--- config.mk ---
export PLATFORM = sky130hd
export DESIGN_NAME = tpu_job_scheduler
export DESIGN_NICKNAME = d
export VERILOG_FILES = /design/src/rtl/tpu_job_scheduler.sv
export SDC_FILE = /design/constraint.sdc
export NUM_CORES = 1
export LEC_CHECK = 0
export ABC_AREA = 1
export CAP_MARGIN = 25
export CORE_MARGIN = 5
export CORE_UTILIZATION = 25
export CTS_BUF_LIST = sky130_fd_sc_hd__clkbuf_8
export CTS_CLUSTER_SIZE = 8
export DETAILED_ROUTE_END_ITERATION = 10
export GPL_ROUTABILITY_DRIVEN = 0
export PLACE_DENSITY_LB_ADDON = 0.3
export SETUP_SLACK_MARGIN = 0.02
export SLEW_MARGIN = 10
export SYNTH_ARGS = -nofsm -noshare
export SYNTH_HDL_FRONTEND = slang
export SYNTH_SLANG_ARGS = --single-unit
--- constraint.sdc ---
create_clock -name clk -period 4.98 [get_ports clk]
set_input_delay 0.996 -clock clk [delete_from_list [all_inputs] [get_ports clk]]
set_output_delay 0.996 -clock clk [all_outputs]
set_load 0.1 [all_outputs]
--- src/rtl/tpu_job_scheduler.sv ---
// tpu_job_scheduler
// Job-level sequencer in front of the TPU core. Host descriptors (weight/data
// SRAM base + tag) are queued in a small FIFO. The core is launched for one job
// at a time, and a watchdog bounds how long each job may run. Every launched job
// returns one completion record (tag + done/timeout status).
//
// Ports
//   clk, srstn            clock / asynchronous active-low reset
//   sched_enable          gates IDLE->LAUNCH only
//   job_valid/job_ready   descriptor push handshake (job_w_base, job_d_base, job_id)
//   tpu_start             one-cycle launch pulse
//   tpu_w_base/d_base     active job bases, held from LAUNCH through CPL
//   tpu_done              core completion, honoured in RUN only
//   tpu_abort             one-cycle flush request on timeout
//   cpl_valid/cpl_ready   completion handshake (cpl_id, cpl_status: 0 done, 1 timeout)
//   busy                  job active or FIFO non-empty
//   jobs_ok               accepted done completions, wraps
//   jobs_timeout          accepted timeout completions, saturates
//
// state  | meaning
// IDLE   | no active job; pops the head when enabled and FIFO non-empty
// LAUNCH | tpu_start pulse, watchdog cleared
// RUN    | waiting for tpu_done under the watchdog
// CPL    | completion record presented until the host accepts it
module tpu_job_scheduler #(
  parameter int JOB_DEPTH       = 4,
  parameter int SRAM_ADDR_WIDTH = 10,
  parameter int ID_BITS         = 4,
  parameter int TIMEOUT_CYCLES  = 1023,
  parameter int TIMER_BITS      = 10,
  parameter int CNT_BITS        = 8
) (
  input  logic                       clk,
  input  logic                       srstn,
  input  logic                       sched_enable,
  input  logic                       job_valid,
  output logic                       job_ready,
  input  logic [SRAM_ADDR_WIDTH-1:0] job_w_base,
  input  logic [SRAM_ADDR_WIDTH-1:0] job_d_base,
  input  logic [ID_BITS-1:0]         job_id,
  output logic                       tpu_start,
  output logic [SRAM_ADDR_WIDTH-1:0] tpu_w_base,
  output logic [SRAM_ADDR_WIDTH-1:0] tpu_d_base,
  input  logic                       tpu_done,
  output logic                       tpu_abort,
  output logic                       cpl_valid,
  input  logic                       cpl_ready,
  output logic [ID_BITS-1:0]         cpl_id,
  output logic                       cpl_status,
  output logic                       busy,
  output logic [CNT_BITS-1:0]        jobs_ok,
  output logic [CNT_BITS-1:0]        jobs_timeout
);

  localparam int PTR_BITS = $clog2(JOB_DEPTH);

  typedef enum logic [1:0] {S_IDLE, S_LAUNCH, S_RUN, S_CPL} state_t;

  state_t r_state, w_state_nxt;

  logic [SRAM_ADDR_WIDTH-1:0] r_fifo_w  [JOB_DEPTH];
  logic [SRAM_ADDR_WIDTH-1:0] r_fifo_d  [JOB_DEPTH];
  logic [ID_BITS-1:0]         r_fifo_id [JOB_DEPTH];

  // One extra pointer bit distinguishes full from empty.
  logic [PTR_BITS:0]          r_wptr, r_rptr;
  logic [PTR_BITS:0]          w_count;
  logic                       w_empty, w_push, w_pop, w_timer_tc;

  logic [TIMER_BITS-1:0]      r_timer;
  logic [SRAM_ADDR_WIDTH-1:0] r_w_base, r_d_base;
  logic [ID_BITS-1:0]         r_id;
  logic                       r_status, r_abort;
  logic [CNT_BITS-1:0]        r_ok, r_to;

  assign w_count    = r_wptr - r_rptr;
  assign w_empty    = (r_wptr == r_rptr);
  assign job_ready  = (w_count != (PTR_BITS+1)'(JOB_DEPTH));
  assign w_push     = job_valid & job_ready;
  assign w_pop      = (r_state == S_IDLE) & sched_enable & ~w_empty;
  assign w_timer_tc = (r_timer == TIMER_BITS'(TIMEOUT_CYCLES - 1));

  // Descriptor storage needs no reset: occupancy is tracked by the pointers.
  always_ff @(posedge clk) begin
    if (w_push) begin
      r_fifo_w[r_wptr[PTR_BITS-1:0]]  <= job_w_base;
      r_fifo_d[r_wptr[PTR_BITS-1:0]]  <= job_d_base;
      r_fifo_id[r_wptr[PTR_BITS-1:0]] <= job_id;
    end
  end

  always_ff @(posedge clk or negedge srstn) begin
    if (!srstn) begin
      r_wptr <= '0;
      r_rptr <= '0;
    end else begin
      if (w_push) r_wptr <= r_wptr + 1'b1;
      if (w_pop)  r_rptr <= r_rptr + 1'b1;
    end
  end

  always_ff @(posedge clk or negedge srstn) begin
    if (!srstn) r_state <= S_IDLE;
    else        r_state <= w_state_nxt;
  end

  always_comb begin
    w_state_nxt = r_state;
    case (r_state)
      S_IDLE:   if (w_pop) w_state_nxt = S_LAUNCH;
      S_LAUNCH: w_state_nxt = S_RUN;
      S_RUN:    if (tpu_done || w_timer_tc) w_state_nxt = S_CPL;
      S_CPL:    if (cpl_ready) w_state_nxt = S_IDLE;
      default:  w_state_nxt = S_IDLE;
    endcase
  end

  always_ff @(posedge clk or negedge srstn) begin
    if (!srstn) begin
      r_timer  <= '0;
      r_w_base <= '0;
      r_d_base <= '0;
      r_id     <= '0;
      r_status <= 1'b0;
      r_abort  <= 1'b0;
      r_ok     <= '0;
      r_to     <= '0;
    end else begin
      // Abort only flags the first CPL cycle of a timed-out job; done wins a tie.
      r_abort <= (r_state == S_RUN) & ~tpu_done & w_timer_tc;

      if (w_pop) begin
        r_w_base <= r_fifo_w[r_rptr[PTR_BITS-1:0]];
        r_d_base <= r_fifo_d[r_rptr[PTR_BITS-1:0]];
        r_id     <= r_fifo_id[r_rptr[PTR_BITS-1:0]];
      end

      if (r_state == S_LAUNCH)   r_timer <= '0;
      else if (r_state == S_RUN) r_timer <= r_timer + 1'b1;

      if (r_state == S_RUN) begin
        if (tpu_done)        r_status <= 1'b0;
        else if (w_timer_tc) r_status <= 1'b1;
      end

      if ((r_state == S_CPL) && cpl_ready) begin
        if (r_status) begin
          if (r_to != '1) r_to <= r_to + 1'b1;
        end else begin
          r_ok <= r_ok + 1'b1;
        end
      end
    end
  end

  assign tpu_start    = (r_state == S_LAUNCH);
  assign cpl_valid    = (r_state == S_CPL);
  assign busy         = (r_state != S_IDLE) | ~w_empty;
  assign tpu_abort    = r_abort;
  assign tpu_w_base   = r_w_base;
  assign tpu_d_base   = r_d_base;
  assign cpl_id       = r_id;
  assign cpl_status   = r_status;
  assign jobs_ok      = r_ok;
  assign jobs_timeout = r_to;

endmodule
==> flow_summary.yaml, run 1 <==
synthesis:
  syn_inst: 569
  synth_compound_gate_area_share_pct: 9.01
  postSynthAreaPerCell_um2: 11.5
  yosys_most_used_dff: "edfxtp_1"
  synthesis.area_um2: 6540
  ys_async_sr_fraction_pct: 38.5
  synth_edf_count: 96
  ys_ff_latch: 156
  yosys.area_share.simple_pct: 14.8
  synthAdderAreaFrac_pct: 2.87
  syn_nets: 614
  yosysSeqAreaShare_pct: 67.0
  synth_top_family_by_area: "simple AND/OR/NAND/NOR gates"
  synth_cell_types: 36
  yosys_warnings: 0
  synth_xor_area_share_pct: 2.28
  synth_mux_area_share_pct: 0.325
drt:
  via_count: 4256
  wl_per_cell_um: 14.7
  ant_nets: 0
  wirelength_um: 14700
  drt_pass1_iterations: 4
  route.detailed.drc: 0
  detail_route.iter0.violations: 253
  via_per_inst: 4.26
setup_path:
  critPathLaunchType: "flop"
  endpoint: "tpu_start"
  rr_endpoint: "r_fifo_w[1][4]$_DFFE_PP_"
  path_max_fanout: 4
  cp.required_ns: 3.98
  criticalPathCategory: "flop to primary output"
  worst-r2r-setup-slack_ns: 2.56
  arrival_ns: 2.30
  critPathLaunch: "r_state[1]$_DFFE_PN0P_"
  cp-end-kind: "primary output"
  r2r_start: "r_rptr[1]$_DFFE_PN0P_"
  worst_r2r_path_depth: 10
clock_tree:
  clk_latency_ns: 0.46
  cts_setup_buffers: 0
  cts_hold_buf: 0
  post_cts_resized: 0
  path_clk_slew_ns: 0.09
  cts_tree: "yes"
  cts_root_buf: "clkbuf_8"
  cts_buffers: 17
  h-tree-depth: 4
  cts_max_path_buffers: 2
  cts_sinks: 156
die:
  die_w_um: 172
  die_y_um: 172
  die_area_um2: 29500
  num_io_pins: 76
  core-area_um2: 25900
  row_count: 59
  start_util_pct: 25.2
timing:
  fmax_ghz: 0.303
  fin_crit_sh_pct: 66.2
  skew_ns: 0.0131
  rsz0062_at_grt: "no"
  setup_viol: 0
  finalWorstSetupSlack_ns: 1.68
  hold_viol_final: 0
  slew_headroom_pct: 30.5
  tightest_slew_ns: 1.04
  fin_crit_ns: 3.30
  tns_ns: 0
  drv_slew: 0
global_route:
  overflow: 0
  grt_pass1_vias: 4248
  grt_start_max_net_pins: 52
  track_usage_pct: 10.3
  grt_pass1_wl_um: 23300
  grt_antenna_before_repair: 0
final_layout:
  synthToLayoutAreaGrowth_pct: 23.1
  seq_area_um2: 4380
  fillCellCount: 2640
  nets: 695
  multi_input_area_um2: 1920
  num_antenna_cells: 0
  final_core_util_pct: 31.1
  drive_gt1_share_pct: 12.2
min_path:
  min_path_cells: 1
  hp-class: "flop to flop"
power_and_ir_drop:
  ir_drop_uv: 530
  p_per_area_nw_per_um2: 692
  power.total_mw: 5.57
  clkPwrFrac_pct: 17.0
  p_int_mw: 2.80
  power_switching_mw: 2.77
  seqPwrFrac_pct: 34.9
  leakagePower_nw: 3.02
  comb_power_share_pct: 48.1
  switching_share_pct: 49.7
run:
  cap_violations: 0
place:
  hpwl_um: 9080
  portBuffers: 75
  dp_slack_ns: 2.15
outcome:
  status: "completed"
==> sequential cells by signal, indices dropped and copies added (netlist names) <==
name	cells
tpu_w_base	10
cpl_status	1
r_fifo_w	40
r_timer	10
cpl_id	4
tpu_abort	1
tpu_d_base	10
jobs_timeout	8
r_rptr	3
jobs_ok	8
r_fifo_id	16
r_fifo_d	40
r_wptr	3
r_state	2
==> layout make-up <==
cell class / count / share of cell area [%]
timing repair buffer: 82 / 9.85
clock inverter: 15 / 2.13
tap: 335 / 5.21
inverter: 33 / 1.54
clock buffer: 17 / 2.91
multi-input combinational: 360 / 23.9
sequential: 156 / 54.5
==> power groups by stage <==
stage / registers [mW] / clock network, mW / logic (mW)
2_1_floorplan: 2.82 / 0 / 1.19
3_5_place_dp: 1.97 / 0 / 2.73
4_1_cts: 1.95 / 0.975 / 2.73
3_3_place_gp: 1.98 / 0 / 2.71
5_1_grt: 1.98 / 1.04 / 2.91
6_report: 1.94 / 0.949 / 2.68
==> worst min-delay path by stage <==
stage	slack, ns	to	startpoint
after detailed placement	0.47	jobs_ok[7]$_DFFE_PN0P_	jobs_ok[7]$_DFFE_PN0P_
after global placement	0.46	jobs_ok[7]$_DFFE_PN0P_	jobs_ok[7]$_DFFE_PN0P_
after global routing	0.50	jobs_ok[7]$_DFFE_PN0P_	jobs_ok[7]$_DFFE_PN0P_
after CTS	0.48	jobs_ok[7]$_DFFE_PN0P_	jobs_ok[7]$_DFFE_PN0P_
final	0.47	jobs_ok[7]$_DFFE_PN0P_	jobs_ok[7]$_DFFE_PN0P_
after floorplan	0.49	r_state[1]$_DFFE_PN0P_	r_state[1]$_DFFE_PN0P_
==> Yosys cell counts, drive strengths merged, types with 4 or more instances <==
library cell / n / area, um2
o22ai: 24 / 150
inv: 33 / 124
clkbuf: 8 / 30.0
xor2: 10 / 87.6
o21ai: 54 / 270
dfrtp: 60 / 1500
nand2: 62 / 259
nor3: 5 / 35.0
xnor2: 7 / 61.3
edfxtp: 96 / 2880
a21oi: 27 / 139
nor2: 123 / 507
nand4: 4 / 25.0
nand3: 18 / 108
ha: 15 / 188
buf: 12 / 86.3
==> cell usage in the layout, fill, tap and decap left out, drive strengths merged, types with 4 or more instances in the layout <==
master / netlist / layout
nor2: 123 / 123
edfxtp: 96 / 96
clkdlybuf4s50: 0 / 72
nand2: 62 / 62
dfrtp: 60 / 60
o21ai: 54 / 54
inv: 33 / 41
a21oi: 27 / 27
o22ai: 24 / 24
nand3: 18 / 18
clkbuf: 8 / 17
ha: 15 / 15
xor2: 10 / 10
buf: 12 / 10
xnor2: 7 / 7
clkinv: 0 / 5
nor3: 5 / 5
nand4: 4 / 4
==> kinds of logic after synthesis <==
logic type                 count (synthesis)
and+or+nand+nor                          217
DFF                                      156
AOI/OAI and AO/OA                        109
buffers and inverters                     53
xor gates and xnor gates                  17
adders and majority gates                 15
muxes                                      2
==> per-layer routing <==
| metal | part of all wire, % | GRT usage [%] | vias up | wire, um |
|---|---|---|---|---|
| met3 | 6.7 | 3.13 | 5 | 988 |
| met1 | 47 | 13.9 | 2026 | 6860 |
| li1 | - | - | 2114 | - |
| met2 | 46 | 16.2 | 111 | 6750 |
| met5 | 0 | 0 | - | 0 |
| met4 | 0.56 | 2.27 | 0 | 82 |
==> critical path, stage by stage, from the launching register on <==
cell and delay (ns):
dfrtp_1 0.42, inv_1 0.09, ha_1 0.19, clkdlybuf4s50_1 1.14
==> through the flow <==
stage / instance area, um2 / hold WS [ns] / instances
after global placement: 7640 / 0.459 / 966
final: 8050 / 0.470 / 998
after global routing: 8050 / 0.500 / 998
after floorplan: 6540 / 0.491 / 569
after CTS: 8050 / 0.479 / 998
after detailed placement: 7640 / 0.465 / 966
No activity file was read; power rests on OpenSTA's default activity.
==> run 2: changes to the inputs <==
==> constraint.sdc (replaced) <==
create_clock -name clk -period 2.95 [get_ports clk]
set_input_delay 0.59 -clock clk [delete_from_list [all_inputs] [get_ports clk]]
set_output_delay 0.59 -clock clk [all_outputs]
set_load 0.1 [all_outputs]
==> run 2 against run 1 <==
  * Clock power increased by 85%
  * Critical path depth increased by 3
  * Largest power group unchanged
  * Cell count increased by 0.30%
  * Global-route usage about the same
  * Setup slack got worse by 1.2 ns
  * Combinational power increased by 69%
  * Register-to-register slack got worse by 1.8 ns
  * Utilization decreased by 0.14 points
  * First-iteration DRC count decreased by 41%
==> flow_summary.yaml, run 2 (synthesized netlist as in run 1, its figures left out) <==
setup_path:
  worst_r2r_path_depth: 8
  cp.required_ns: 2.36
  cp_num_cells: 6
  r2r_start: "r_wptr[1]$_DFFE_PN0N_"
  cp_num_buf_inv: 3
  endpoint: "busy"
  critPathLaunch: "r_wptr[0]$_DFFE_PN0N_"
  crit_chain: "inv_1 > ha_1 > nand2_1 > inv_1 > nand3_1 > buf_12"
  arrival_ns: 1.87
  cp-end-kind: "primary output"
  rr_endpoint: "r_fifo_d[3][8]$_DFFE_PP_"
  worst-r2r-setup-slack_ns: 0.80
  slowest_stage: "dfrtp_1"
  worst_path_most_repeated_cell: "inv_1"
  path_delay_family: "buffers and inverters"
  path_max_fanout: 4
  criticalPathCategory: "flop to primary output"
  critPathLaunchType: "flop"
  cpPeakStageDelay_ns: 0.41
clock_tree:
  cts_hold_buf: 0
  cts_buffers: 17
  cts_sinks: 156
  cts_max_path_buffers: 2
  path_clk_slew_ns: 0.09
  cts_tree: "yes"
  cts_root_buf: "clkbuf_8"
  h-tree-depth: 4
  post_cts_resized: 0
  cts_setup_buffers: 0
  clk_latency_ns: 0.45
drt:
  route.detailed.drc: 0
  wirelength_um: 15000
  wl_per_cell_um: 15.0
  via_per_inst: 4.26
  drt_pass1_iterations: 4
  detail_route.iter0.violations: 149
  ant_nets: 0
  via_count: 4263
global_route:
  grt_antenna_before_repair: 0
  grt_start_max_net_pins: 50
  track_usage_pct: 10.3
  grt_pass1_wl_um: 23400
  grt_pass1_vias: 4202
  overflow: 0
power_and_ir_drop:
  clkPwrFrac_pct: 18.4
  p_int_mw: 4.94
  power_switching_mw: 4.65
  leakagePower_nw: 3.12
  switching_share_pct: 48.5
  p_per_area_nw_per_um2: 1200
  ir_drop_uv: 681
  comb_power_share_pct: 47.4
  seqPwrFrac_pct: 34.2
die:
  die_area_um2: 29500
  start_util_pct: 25.2
  num_io_pins: 76
  row_count: 59
  die_y_um: 172
  die_w_um: 172
  core-area_um2: 25900
final_layout:
  final_common_cell: "nor2_1"
  layout.cells.non_filler: 1001
  fillCellCount: 2642
  synthToLayoutAreaGrowth_pct: 22.6
  final_core_util_pct: 30.9
  nets: 698
  num_antenna_cells: 0
  drive_gt1_share_pct: 19.1
  layout_common_cells: "nor2_1, edfxtp_1, dfrtp_1"
min_path:
  hp-class: "primary input to asynchronous set/reset pin"
timing:
  finalWorstSetupSlack_ns: 0.489
  rsz0062_at_grt: "no"
  fmax_ghz: 0.406
  setup_viol: 0
  tightest_slew_ns: 0.858
  slew_headroom_pct: 42.7
  fin_crit_sh_pct: 83.4
  skew_ns: 0.0176
  drv_slew: 0
  hold_viol_final: 0
  fin_crit_ns: 2.46
  tns_ns: 0
run:
  cap_violations: 0
place:
  hpwl_um: 9560
  portBuffers: 75
  dp.cells: 969
  dp_slack_ns: 0.793
outcome:
  status: "completed"
[run 2: cell count changes in the layout (fill, tap and decap cells not counted), sizes merged]
cell           delta
clkinvlp          -2
inv               +4
buf              +47
bufinv            +3
clkdlybuf4s50    -44
clkinv            -5
[run 2: final cells by class]
cell class / instances / area (um2) / area share, %
Clock buffer: 17 / 234 / 2.92
Timing Repair Buffer: 85 / 731 / 9.12
Multi-Input combinational cell: 360 / 1920 / 24.0
Tap cell: 335 / 419 / 5.23
Sequential cell: 156 / 4380 / 54.7
Inverter: 33 / 124 / 1.55
Clock inverter: 15 / 198 / 2.47
[run 2: per-stage QoR]
| step | power, mW | hold WS, ns | cell area (um2) |
|---|---|---|---|
| after floorplan | 6.77 | 0.294 | 6540 |
| after global placement | 7.91 | 0.464 | 7580 |
| after detailed placement | 7.94 | 0.481 | 7580 |
| after CTS | 9.73 | 0.120 | 8010 |
| after global routing | 10.2 | 0.155 | 8010 |
| final | 9.59 | 0.116 | 8010 |
[run 2: power by group through the flow]
stage | clock network, mW | registers, mW | logic [mW]
final | 1.76 | 3.28 | 4.54
after global routing | 1.90 | 3.35 | 4.92
after CTS | 1.82 | 3.29 | 4.62
after detailed placement | 0 | 3.33 | 4.61
after global placement | 0 | 3.33 | 4.58
after floorplan | 0 | 4.77 | 2.00
[run 2: per-layer routing]
layer	track usage, %	vias to the layer above	routed length, um
met2	16.6	72	7080
met5	0	-	0
li1	-	2121	-
met4	3.27	0	170
met3	2.37	12	671
met1	13.8	2058	7060
[run 2: worst min path at each step]
stage,end,slack (ns)
2_1_floorplan,cpl_id[0]$_DFFE_PN0P_,0.29
3_3_place_gp,jobs_ok[7]$_DFFE_PN0P_,0.46
3_5_place_dp,jobs_ok[7]$_DFFE_PN0P_,0.48
4_1_cts,r_timer[7]$_DFFE_PN0P_,0.12
5_1_grt,r_timer[7]$_DFFE_PN0P_,0.16
6_report,r_timer[4]$_DFFE_PN0P_,0.12
==> run 3: changes to the inputs <==
==> constraint.sdc (replaced) <==
create_clock -name clk -period 2.45 [get_ports clk]
set_input_delay 0.49 -clock clk [delete_from_list [all_inputs] [get_ports clk]]
set_output_delay 0.49 -clock clk [all_outputs]
set_load 0.1 [all_outputs]
==> run 3 against run 2 <==
  * Die area unchanged
  * Register-to-register slack worse by 0.35 ns
  * Non-clock buffer count up 6
  * Combinational power up 26%
  * Cell count up 0.60%
  * Clock-buffer cell count unchanged
  * Largest cell class unchanged
  * Highest routed layer unchanged
==> flow_summary.yaml, run 3 (synthesized netlist as in run 1, its figures left out) <==
clock_tree:
  clk_latency_ns: 0.44
  h-tree-depth: 4
  cts_root_buf: "clkbuf_8"
  cts_sinks: 156
  cts_buffers: 17
  path_clk_slew_ns: 0.10
  cts_tree: "yes"
  cts_max_path_buffers: 2
final_layout:
  fillCellCount: 2632
  final_core_util_pct: 31.3
  drive_gt1_share_pct: 19.9
  num_antenna_cells: 0
  nets: 704
  layout_common_cells: "nor2_1, edfxtp_1, dfrtp_1"
  synthToLayoutAreaGrowth_pct: 24.0
  final_common_cell: "nor2_1"
drt:
  via_per_inst: 4.26
  detail_route.iter0.violations: 252
  drt_pass1_iterations: 4
  ant_nets: 0
  wirelength_um: 14700
  route.detailed.drc: 0
  wl_per_cell_um: 14.5
  via_count: 4286
outcome:
  status: "completed"
die:
  start_util_pct: 25.2
  core-area_um2: 25900
  row_count: 59
  die_y_um: 172
  die_area_um2: 29500
  die_w_um: 172
  num_io_pins: 76
global_route:
  grt_pass1_vias: 4325
  grt_start_max_net_pins: 50
  grt_antenna_before_repair: 0
  overflow: 0
  grt_pass1_wl_um: 23600
  track_usage_pct: 10.2
power_and_ir_drop:
  ir_drop_uv: 851
  leakagePower_nw: 3.12
  p_per_area_nw_per_um2: 1410
timing:
  fin_crit_sh_pct: 91.6
  hold_viol_final: 0
  setup_viol: 0
  fmax_ghz: 0.445
  fin_crit_ns: 2.24
  rsz0062_at_grt: "no"
  tns_ns: 0
  tightest_slew_ns: 0.838
  finalWorstSetupSlack_ns: 0.205
  skew_ns: 0.0158
  drv_slew: 0
  slew_headroom_pct: 44.1
setup_path:
  slowest_stage: "dfrtp_1"
  path_max_fanout: 4
  critPathLaunch: "r_wptr[0]$_DFFE_PN0N_"
  cpPeakStageDelay_ns: 0.41
  cp_num_buf_inv: 3
  criticalPathCategory: "flop to primary output"
  path_delay_family: "buffers and inverters"
  cp.required_ns: 1.96
  critPathLaunchType: "flop"
  r2r_start: "r_rptr[1]$_DFFE_PN0P_"
  cp-end-kind: "primary output"
  arrival_ns: 1.75
  crit_chain: "inv_1 > ha_1 > nand2_1 > inv_2 > nand3_2 > buf_12"
run:
  cap_violations: 0
min_path:
  worstHoldStart: "jobs_ok[7]$_DFFE_PN0P_"
  hp-class: "flop to flop"
place:
  dp_slack_ns: 0.505
  portBuffers: 75
  hpwl_um: 9450
## run 3: changes by cell type in the layout (fill, tap and decap cells not counted), sizes merged
cell	change
clkinv	+8
clkinvlp	+1
inv	-6
buf	+5
dlygate4sd3	+1
bufinv	-3
## run 3: routing by layer
layer | up-vias | wire length [um] | global-route usage (%)
met5 | - | 0 | 0
met4 | 0 | 69 | 1.86
met3 | 5 | 934 | 3.10
met2 | 99 | 6740 | 16.2
met1 | 2050 | 6910 | 14.1
li1 | 2132 | - | -
## run 3: cell type report
class / count / area [um2] / area share [%]
Sequential cell: 156 / 4380 / 54.1
Multi-Input combinational cell: 360 / 1970 / 24.3
Timing Repair Buffer: 91 / 841 / 10.4
Tap cell: 335 / 419 / 5.17
Clock buffer: 17 / 234 / 2.89
Clock inverter: 15 / 133 / 1.64
Inverter: 33 / 124 / 1.53
## run 3: final timing paths
| check | endpoint | slack, ns | cells after the start |
|---|---|---|---|
| min in group asynchronous | r_state[1]$_DFFE_PN0P_ | 0.52 | 2 |
| worst min-delay path | jobs_ok[7]$_DFFE_PN0P_ | 0.47 | 1 |
| worst min register to register | jobs_ok[7]$_DFFE_PN0P_ | 0.47 | 1 |
| max in group asynchronous | tpu_w_base[2]$_DFFE_PN0P_ | 1.32 | 3 |
| worst max-delay path | busy | 0.21 | 6 |
| worst max register to register | r_fifo_d[0][8]$_DFFE_PP_ | 0.45 | 10 |
## run 3: worst register-to-register path: cells and delay by family (launching register included)
family	cells	cell delay [ns]
buffers and inverters	4	0.43
and+or+nand+nor	4	0.46
adders and majority gates	1	0.28
DFF	1	0.37
AOI/OAI and AO/OA	1	0.16
## run 3: timing repair
action	in CTS	in global routing
pin swaps	0	2
setup buffers	1	3
hold endpoints to repair	17	0
hold buffers	1	0
endpoints found under the setup margin	1	2
gates resized for setup	0	3
## run 3: metrics by stage
stage | instance area, um2 | power, mW | std cells | hold WS, ns
2_1_floorplan | 6590 | 8.24 | 569 | 0.194
3_3_place_gp | 7690 | 9.66 | 970 | 0.464
3_5_place_dp | 7690 | 9.69 | 970 | 0.464
4_1_cts | 8080 | 11.5 | 1004 | 0.480
5_1_grt | 8110 | 12.2 | 1007 | 0.517
6_report | 8110 | 11.4 | 1007 | 0.470
## run 3: where the power goes
| group | switching (mW) | internal [mW] | leakage [nW] |
|---|---|---|---|
| combinational | 4.22 | 1.50 | 1.33 |
| clock | 1.07 | 0.736 | 0.183 |
| sequential | 0.345 | 3.56 | 1.61 |
